<file path="src/rtl/krnl_vmul_hls_deadlock_report_unit_if.sv">
// Report channel of the deadlock report unit: valid/ready handshake
// carrying the origin index and the set of processes the token visited.
interface krnl_vmul_hls_deadlock_report_unit_if #(
  parameter int PROC_NUM = 4,
  parameter int ID_W     = 2
);
  logic                report_valid;
  logic                report_ready;
  logic [ID_W-1:0]     report_origin;
  logic [PROC_NUM-1:0] report_cycle_vec;

  modport master (
    output report_valid,
    output report_origin,
    output report_cycle_vec,
    input  report_ready
  );

  modport slave (
    input  report_valid,
    input  report_origin,
    input  report_cycle_vec,
    output report_ready
  );
endinterface

</file>
<file path="src/rtl/krnl_vmul_hls_deadlock_report_unit.sv">
// Confirms a dataflow deadlock by walking a token around the wait-for ring
// from the lowest-index detecting process, then reports the visited cycle.
module krnl_vmul_hls_deadlock_report_unit #(
  parameter int PROC_NUM = 4,
  parameter int ID_W     = 2
) (
  input  logic                clock,
  input  logic                reset,
  input  logic [PROC_NUM-1:0] dl_in_vec,
  input  logic [PROC_NUM-1:0] token_vec,
  output logic [PROC_NUM-1:0] origin,
  output logic                token_clear,
  output logic                dl_detect_out,
  output logic [7:0]          abort_cnt,
  krnl_vmul_hls_deadlock_report_unit_if.master rpt
);

  typedef enum logic [2:0] {
    S_IDLE, S_ORIGIN, S_WALK, S_CLEAR, S_ABORT, S_REPORT, S_DONE
  } state_t;

  localparam logic [PROC_NUM-1:0] ONE       = {{(PROC_NUM-1){1'b0}}, 1'b1};
  localparam logic [ID_W-1:0]     WALK_LAST = ID_W'(PROC_NUM - 1);

  state_t              state_q, state_d;
  logic [ID_W-1:0]     origin_id_q, origin_id_d;
  logic [ID_W-1:0]     walk_cnt_q, walk_cnt_d;
  logic [PROC_NUM-1:0] cycle_vec_q, cycle_vec_d;
  logic [PROC_NUM-1:0] origin_q, origin_d;
  logic                token_clear_q, token_clear_d;
  logic                dl_detect_q, dl_detect_d;
  logic                report_valid_q, report_valid_d;
  logic [ID_W-1:0]     report_origin_q, report_origin_d;
  logic [PROC_NUM-1:0] report_cycle_vec_q, report_cycle_vec_d;
  logic [7:0]          abort_cnt_q, abort_cnt_d;

  function automatic logic [ID_W-1:0] lowest_idx(input logic [PROC_NUM-1:0] v);
    lowest_idx = '0;
    for (int i = PROC_NUM - 1; i >= 0; i--) begin
      if (v[i]) lowest_idx = ID_W'(i);
    end
  endfunction

  function automatic logic [7:0] sat_inc8(input logic [7:0] v);
    sat_inc8 = (v == 8'hFF) ? v : v + 8'd1;
  endfunction

  always_comb begin
    state_d            = state_q;
    origin_id_d        = origin_id_q;
    walk_cnt_d         = walk_cnt_q;
    cycle_vec_d        = cycle_vec_q;
    report_origin_d    = report_origin_q;
    report_cycle_vec_d = report_cycle_vec_q;
    abort_cnt_d        = abort_cnt_q;

    case (state_q)
      S_IDLE: begin
        if (|dl_in_vec) begin
          origin_id_d = lowest_idx(dl_in_vec);
          state_d     = S_ORIGIN;
        end
      end
      S_ORIGIN: begin
        cycle_vec_d = ONE << origin_id_q;
        walk_cnt_d  = '0;
        state_d     = S_WALK;
      end
      S_WALK: begin
        cycle_vec_d = cycle_vec_q | token_vec;
        walk_cnt_d  = walk_cnt_q + 1'b1;
        // Return to origin wins over lost-token and timeout on the same cycle.
        if (token_vec[origin_id_q]) begin
          state_d = S_CLEAR;
        end else if (token_vec == '0 || walk_cnt_q == WALK_LAST) begin
          state_d     = S_ABORT;
          abort_cnt_d = sat_inc8(abort_cnt_q);
        end
      end
      S_CLEAR: begin
        report_origin_d    = origin_id_q;
        report_cycle_vec_d = cycle_vec_q;
        state_d            = S_REPORT;
      end
      S_ABORT:  state_d = S_IDLE;
      S_REPORT: if (rpt.report_ready) state_d = S_DONE;
      S_DONE:   state_d = S_DONE;
      default:  state_d = S_IDLE;
    endcase

    // Moore outputs are decoded from the next state so they register with it.
    origin_d       = (state_d == S_ORIGIN) ? (ONE << origin_id_d) : '0;
    token_clear_d  = (state_d == S_CLEAR) || (state_d == S_ABORT);
    dl_detect_d    = dl_detect_q || (state_d == S_CLEAR);
    report_valid_d = (state_d == S_REPORT);
  end

  always_ff @(posedge clock or negedge reset) begin
    if (!reset) begin
      state_q            <= S_IDLE;
      origin_id_q        <= '0;
      walk_cnt_q         <= '0;
      cycle_vec_q        <= '0;
      origin_q           <= '0;
      token_clear_q      <= 1'b0;
      dl_detect_q        <= 1'b0;
      report_valid_q     <= 1'b0;
      report_origin_q    <= '0;
      report_cycle_vec_q <= '0;
      abort_cnt_q        <= '0;
    end else begin
      state_q            <= state_d;
      origin_id_q        <= origin_id_d;
      walk_cnt_q         <= walk_cnt_d;
      cycle_vec_q        <= cycle_vec_d;
      origin_q           <= origin_d;
      token_clear_q      <= token_clear_d;
      dl_detect_q        <= dl_detect_d;
      report_valid_q     <= report_valid_d;
      report_origin_q    <= report_origin_d;
      report_cycle_vec_q <= report_cycle_vec_d;
      abort_cnt_q        <= abort_cnt_d;
    end
  end

  assign origin               = origin_q;
  assign token_clear          = token_clear_q;
  assign dl_detect_out        = dl_detect_q;
  assign abort_cnt            = abort_cnt_q;
  assign rpt.report_valid     = report_valid_q;
  assign rpt.report_origin    = report_origin_q;
  assign rpt.report_cycle_vec = report_cycle_vec_q;

endmodule
</file>
<file path="src/flat_wrapper.sv">
// flat-port wrapper written by rule: the top's interface ports become plain ports
module krnl_vmul_hls_deadlock_report_unit_flat 
#(
  parameter int PROC_NUM = 4,
  parameter int ID_W     = 2
)
  (clock, reset, dl_in_vec, token_vec, origin, token_clear, dl_detect_out, abort_cnt, rpt_report_valid, rpt_report_origin, rpt_report_cycle_vec, rpt_report_ready);
  krnl_vmul_hls_deadlock_report_unit_if #(.PROC_NUM(PROC_NUM), .ID_W(ID_W)) rpt_i ();
  input  logic clock;
  input  logic reset;
  input  logic [PROC_NUM-1:0] dl_in_vec;
  input  logic [PROC_NUM-1:0] token_vec;
  output logic [PROC_NUM-1:0] origin;
  output logic token_clear;
  output logic dl_detect_out;
  output logic [7:0] abort_cnt;
  output wire logic [$bits(rpt_i.report_valid)-1:0] rpt_report_valid;
  output wire logic [$bits(rpt_i.report_origin)-1:0] rpt_report_origin;
  output wire logic [$bits(rpt_i.report_cycle_vec)-1:0] rpt_report_cycle_vec;
  input wire logic [$bits(rpt_i.report_ready)-1:0] rpt_report_ready;
  assign rpt_report_valid = rpt_i.report_valid;
  assign rpt_report_origin = rpt_i.report_origin;
  assign rpt_report_cycle_vec = rpt_i.report_cycle_vec;
  assign rpt_i.report_ready = rpt_report_ready;
  krnl_vmul_hls_deadlock_report_unit #(.PROC_NUM(PROC_NUM), .ID_W(ID_W)) u_core (.clock(clock), .reset(reset), .dl_in_vec(dl_in_vec), .token_vec(token_vec), .origin(origin), .token_clear(token_clear), .dl_detect_out(dl_detect_out), .abort_cnt(abort_cnt), .rpt(rpt_i));
endmodule
</file>
<file path="config.mk">
export PLATFORM = sky130hd
export DESIGN_NAME = krnl_vmul_hls_deadlock_report_unit_flat
export DESIGN_NICKNAME = d
export VERILOG_FILES = /design/src/rtl/krnl_vmul_hls_deadlock_report_unit_if.sv /design/src/rtl/krnl_vmul_hls_deadlock_report_unit.sv /design/src/flat_wrapper.sv
export SDC_FILE = /design/constraint.sdc
export NUM_CORES = 1
export LEC_CHECK = 0
export CAP_MARGIN = 20
export CORE_MARGIN = 5
export CORE_UTILIZATION = 53
export CTS_CLUSTER_DIAMETER = 80
export DETAILED_ROUTE_END_ITERATION = 10
export HOLD_SLACK_MARGIN = 0.06
export PLACE_DENSITY_LB_ADDON = 0.05
export SLEW_MARGIN = 20
export SYNTH_ARGS = -nofsm -noshare
export SYNTH_HDL_FRONTEND = slang
export SYNTH_SLANG_ARGS = --single-unit
export TNS_END_PERCENT = 1
</file>
<file path="constraint.sdc">
create_clock -name clock -period 2.75 [get_ports clock]
set_input_delay 0.4125 -clock clock [delete_from_list [all_inputs] [get_ports clock]]
set_output_delay 0.4125 -clock clock [all_outputs]
set_load 0.1 [all_outputs]
</file>
==> results of run 1 <==
[how the worst max path moves through the flow]
stage,from,to,slack (ns),cells past startpoint
6_report,token_vec[3],u_core.abort_cnt[1],0.81,5
5_1_grt,u_core.origin_id_q[0],u_core.abort_cnt[1],0.77,4
4_1_cts,u_core.origin_id_q[0],u_core.abort_cnt[1],0.82,4
3_5_place_dp,token_vec[3],u_core.abort_cnt[1],0.47,5
3_3_place_gp,token_vec[0],u_core.abort_cnt[1],0.51,5
2_1_floorplan,u_core.abort_cnt[2],u_core.abort_cnt[1],0.63,4
[registers in the layout, summed over array words and instances (netlist names)]
signal and cells:
u_core.abort_cnt 8, u_core.origin_id_q 2, u_core.rpt.report_valid 1, u_core.rpt.report_origin 2, u_core.rpt.report_cycle_vec 4, u_core.walk_cnt_q 2, u_core.state_q 3, u_core.cycle_vec_q 4
u_core.origin 4, u_core.token_clear 1, u_core.dl_detect_out 1
[area by class of cell]
type	instances	area, um2	share of cell area
well taps	31	38.8	0.0209
repair buffers	33	273	0.147
inverters	2	7.51	0.00404
clock inverters	2	10.0	0.00539
flip-flops and latches	32	801	0.431
clock buffers	6	51.3	0.0276
multi-input cells	90	677	0.364
[metal layers]
layer	vias to the layer above	track usage	part of all wire
met5	-	0	0
met4	0	0.0637	0.023
met3	7	0.0657	0.067
met2	33	0.249	0.47
met1	546	0.240	0.44
li1	540	-	-
[cells in the mapped netlist (all sizes together) (2+ instances only)]
library cell	n	area (um2)
dfrtp	32	801
o21ai	12	60.1
mux2	7	82.6
nand2	7	26.3
nand4	6	37.5
nor2	6	22.5
nand3	4	25.0
nor2b	4	25.0
xnor2	4	35.0
a21oi	3	15.0
a22oi	3	22.5
and3	3	18.8
o21a	3	22.5
xor2	3	26.3
a32oi	2	17.5
and2	2	12.5
clkbuf	2	7.51
ha	2	25.0
inv	2	7.51
nand2b	2	12.5
nor3	2	10.0
nor3b	2	26.3
o31a	2	17.5
[stage by stage]
step                      hold WS [ns]  area, um2  power (W)  std cells
after floorplan                  0.117       1490    0.00179        126
after global placement           0.465       1800    0.00204        188
after detailed placement         0.454       1800    0.00207        188
after CTS                        0.471       1860    0.00236        196
after global routing             0.493       1860    0.00249        196
final                            0.462       1860    0.00234        196
[cell usage in the layout, fill, tap and decap left out, drive strengths merged, types with 2 or more instances in the layout]
cell	Yosys	routed
dfrtp	32	32
buf	0	23
o21ai	12	12
clkdlybuf4s50	0	10
nand2	7	7
mux2	7	7
nor2	6	6
nand4	6	6
clkbuf	2	6
nor2b	4	4
xnor2	4	4
nand3	4	4
a21oi	3	3
o21a	3	3
and3	3	3
xor2	3	3
a22oi	3	3
nand2b	2	2
inv	2	2
and2	2	2
o31a	2	2
nor3	2	2
a32oi	2	2
ha	2	2
clkinv	0	2
nor3b	2	2
[logic make-up after synthesis]
logic type | after synthesis | synth area share
flip-flops | 32 | 0.536
AO/OA/AOI/OAI | 29 | 0.135
AND/OR/NAND/NOR | 43 | 0.184
XOR/XNOR | 7 | 0.0411
buffers and inverters | 4 | 0.0101
adder cells (fa/ha/maj) | 2 | 0.0168
multiplexers | 9 | 0.0771
[power by group through the flow]
stage | logic, W | registers, W | clock network (W)
3_5_place_dp | 0.00126 | 0.000812 | 0
4_1_cts | 0.00127 | 0.000804 | 0.000287
5_1_grt | 0.00134 | 0.000836 | 0.000319
2_1_floorplan | 0.000438 | 0.00135 | 0
6_report | 0.00126 | 0.000804 | 0.000281
3_3_place_gp | 0.00124 | 0.000801 | 0
[critical path: cells and delay by family]
family / cells / cell delay [ns]
compound gates: 1 / 0.33
buf+inv: 1 / 0.45
simple gates: 1 / 0.11
mux: 2 / 0.87
==> flow_metrics.tcl, run 1 <==
set metrics [dict create \
    via_per_inst 5.74 \
    overflow 0 \
    grt_usage 0.174 \
    drv_cap 0 \
    setup_viol 0 \
    tightest_slew_ns 0.689 \
    p_comb_frac 0.537 \
    holdBufCountCts 0 \
    period_needed_ns 1.94 \
    max_freq_mhz 516 \
    p_clk_frac 0.120 \
    pre_cts_slack_ns 0.467 \
    cts-resized-gates 0 \
    slowest_stage "mux4_2" \
    r2r.worst_path.cells 4 \
    netlist_area_um2 1490 \
    grt_pass1_wl_um 5510 \
    end_kind "flip-flop" \
    yosysWarnings 0 \
    grt_max_degree 33 \
    clockBufferDepth 2 \
    r2r_start "u_core.origin_id_q[0]" \
    post_drt_wl_per_cell_um 15.3 \
    final_nets 177 \
    core_area_um2 2730 \
    cp-start-kind "input port" \
    crit_required_ns 2.97 \
    worstSetupPathType "input port to flip-flop" \
    synth-async-reset-ratio 1.00 \
    die-area_um2 3980 \
    finalSetupTns_ns 0 \
    finClkSkew_ns 0.0147 \
    fin_crit_sh 0.705 \
    htree_levels 2 \
    port_buffers 31 \
    power_frac_seq 0.343 \
    status "finished, final reports clean" \
    slew_viol_final 0 \
    detail_route.drc_violations 0 \
    die_h_um 63.1 \
    initial_core_util 0.546 \
    fin_util 0.680 \
    syn_nets 139 \
    r2r_slack_ns 0.82 \
    area_growth_pct 24.5 \
    ant_nets 0 \
    antenna_found_initial 0 \
    antenna_cells 0 \
    n_fill_cell 220 \
    insertion_delay_ns 0.33 \
    power.switching_w 0.00122 \
    cts_sinks 32 \
    cp_max_fo 5 \
    synth_edf_count 0 \
    worst_path_largest_cell_delay_ns 0.55 \
    io_pins 32 \
    drt_wl_total_um 2990 \
    synth-main-ff-cell "dfrtp_1" \
    die_w_um 63.1 \
    leakagePower_nw 0.856 \
    p_sw_frac 0.521 \
    hold_path_class "input port to asynchronous set/reset pin" \
    reg2reg_to "u_core.abort_cnt[1]" \
    p_int_w 0.00112 \
    crit_chain "clkdlybuf4s50_1 > mux4_2 > o21ba_2 > nand3_2 > mux2_4" \
    slew-limit-headroom 0.537 \
    path_clk_slew_ns 0.10 \
    num_vias 1126 \
    cts_tree "done" \
    rows 19 \
    power_density_nw_per_um2 1260 \
    syn_area_per_cell_um2 11.8 \
    drt_iter0_drc 53 \
    synth_cell_types 39 \
    rsz0062_at_grt "no" \
    synth_seq_area_share 0.536 \
    crit_arrival_ns 2.16 \
    grt_pass1_vias 1130 \
    cts_buffers 5 \
    cts_root_buf "clkbuf_4" \
    post-cts-setup-buffers 0 \
    syn-instance-count 126 \
    hold_violations 0 \
    gp_congestion 0.802 \
    drive_gt1_frac 0.261 \
    first_pass_iters 4 \
    hpwl_um 2190 \
    peakVddDrop_v 0.00106 \
    ys_ff_latch 32 \
    fin_ws_ns 0.811 \
]
Power figures use the tool's default switching activity.
==> inputs of run 2 (changes only) <==
--- a/config.mk
+++ b/config.mk
@@ -7,7 +7,7 @@
 export LEC_CHECK = 0
 export CAP_MARGIN = 20
 export CORE_MARGIN = 5
-export CORE_UTILIZATION = 53
+export CORE_UTILIZATION = 50
 export CTS_CLUSTER_DIAMETER = 80
 export DETAILED_ROUTE_END_ITERATION = 10
 export HOLD_SLACK_MARGIN = 0.06
==> constraint.sdc (replaced) <==
create_clock -name clock -period 1.8 [get_ports clock]
set_input_delay 0.27 -clock clock [delete_from_list [all_inputs] [get_ports clock]]
set_output_delay 0.27 -clock clock [all_outputs]
set_load 0.1 [all_outputs]
==> run 2 against run 1 <==
Setup slack got worse by 0.70 ns. Cell count rose by 5.6%. Clock power rose by 55%. Clock-buffer cell count rose by 2. Final area rose by 10%. Critical endpoint is now u_core.abort_cnt[2]. Non-clock buffer count rose by 11.
==> flow_metrics.tcl, run 2 (synthesis gave the netlist of run 1 again) <==
set metrics [dict create \
    status "finished, final reports clean" \
    die_w_um 64.6 \
    area_growth_pct 37.2 \
    cts_root_buf "clkbuf_4" \
    initial_core_util 0.532 \
    largest_reg_flops 8 \
    whs_ns 0.308 \
    hpwl_um 2290 \
    gp_congestion 0.808 \
    overflow 0 \
    antenna_cells 0 \
    holdBufCountCts 0 \
    fin_util 0.730 \
    finClkSkew_ns 0.0123 \
    slowest_stage "mux4_2" \
    cp_top_family "buffers and inverters" \
    finalInstanceArea_um2 2050 \
    p_sw_frac 0.500 \
    path_clk_slew_ns 0.10 \
    slew_viol_final 0 \
    place_area_um2 1990 \
    cts_tree "done" \
    power_frac_seq 0.311 \
    worst_path_largest_cell_delay_ns 0.53 \
    drt_wl_total_um 3080 \
    hold_path_class "input port to asynchronous set/reset pin" \
    drive_gt1_frac 0.341 \
    port_buffers 31 \
    setup_viol 0 \
    grt_pass1_vias 1150 \
    post-cts-setup-buffers 0 \
    end_kind "flip-flop" \
    crit_required_ns 2.03 \
    die-area_um2 4180 \
    cts_buffers 5 \
    grt_pass1_wl_um 5280 \
    power_density_nw_per_um2 1840 \
    rsz0062_at_grt "no" \
    worst-path-stages 6 \
    final_nets 188 \
    rows 19 \
    final_cell_mix "buf_4, dfrtp_1, clkdlybuf4s50_1, o21ai_0" \
    htree_levels 2 \
    peakVddDrop_v 0.00130 \
    hold_violations 0 \
    num_vias 1147 \
    grt_max_degree 33 \
    slew-limit-headroom 0.732 \
    leakagePower_nw 0.916 \
    insertion_delay_ns 0.34 \
    antenna_found_initial 0 \
    die_h_um 64.6 \
    clockBufferDepth 2 \
    crit_arrival_ns 1.92 \
    max_freq_mhz 594 \
    via_per_inst 5.54 \
    r2r.worst_path.cells 5 \
    p_int_w 0.00188 \
    cp-start-kind "input port" \
    ant_nets 0 \
    drv_cap 0 \
    core_area_um2 2810 \
    grt_usage 0.169 \
    worstSetupPathType "input port to flip-flop" \
    p_clk_frac 0.116 \
    cts_sinks 32 \
    cts-resized-gates 0 \
    drt_iter0_drc 62 \
    io_pins 32 \
    p_comb_frac 0.573 \
    crit_chain "clkdlybuf4s50_1 > mux4_2 > o21ba_2 > buf_4 > nand4_1 > xnor2_1" \
    layout_commonest_cell "buf_4" \
    fin_crit_sh 0.936 \
    period_needed_ns 1.68 \
    power.switching_w 0.00188 \
    post_drt_wl_per_cell_um 14.9 \
    tightest_slew_ns 0.402 \
    cp_max_fo 4 \
    first_pass_iters 4 \
    detail_route.drc_violations 0 \
    critPathBufInv 2 \
]
==> run 2: cell count changes in the layout (fill, tap and decap cells not counted), sizes merged <==
cell and delta:
clkinv -2, buf +11, clkbuf +2
==> run 2: per-stage QoR <==
stage          setup slack [ns]  instances  power (W)  TNS (ns)
2_1_floorplan            0.0241        126    0.00273         0
3_3_place_gp             -0.219        199    0.00332     -1.60
3_5_place_dp             -0.241        199    0.00336     -1.73
4_1_cts                   0.104        207    0.00380         0
5_1_grt                  0.0198        207    0.00399         0
6_report                  0.115        207    0.00377         0
==> run 2: path summary, 6_finish.rpt <==
path                       slack [ns]                              to                   from
setup reg to reg                 0.12             u_core.abort_cnt[2]  u_core.origin_id_q[0]
min in group clock               0.49            u_core.dl_detect_out   u_core.dl_detect_out
hold reg to reg                  0.49            u_core.dl_detect_out   u_core.dl_detect_out
setup / recovery                 0.12             u_core.abort_cnt[2]           token_vec[3]
max in group asynchronous        1.17             u_core.abort_cnt[7]                  reset
hold / removal                   0.31  u_core.rpt.report_cycle_vec[3]                  reset
==> run 2: area by class of cell <==
type	instances	area, um2
Clock buffer	8	58.8
Fill cell	200	757
Inverter	2	7.51
Multi-Input combinational cell	90	677
Sequential cell	32	811
Tap cell	31	38.8
Timing Repair Buffer	44	455
==> run 2: metal layers <==
layer,track usage,part of all wire,vias up
li1,-,-,563
met1,0.216,0.46,550
met2,0.256,0.46,27
met3,0.0501,0.053,7
met4,0.0950,0.024,0
met5,0,0,-
==> run 2: power by group through the flow <==
stage / logic (W) / registers, W / clock network, W
finish: 0.00216 / 0.00117 / 0.000436
detailed placement: 0.00216 / 0.00119 / 0
floorplan: 0.000668 / 0.00207 / 0
global placement: 0.00214 / 0.00118 / 0
CTS: 0.00217 / 0.00118 / 0.000448
global route: 0.00229 / 0.00122 / 0.000483
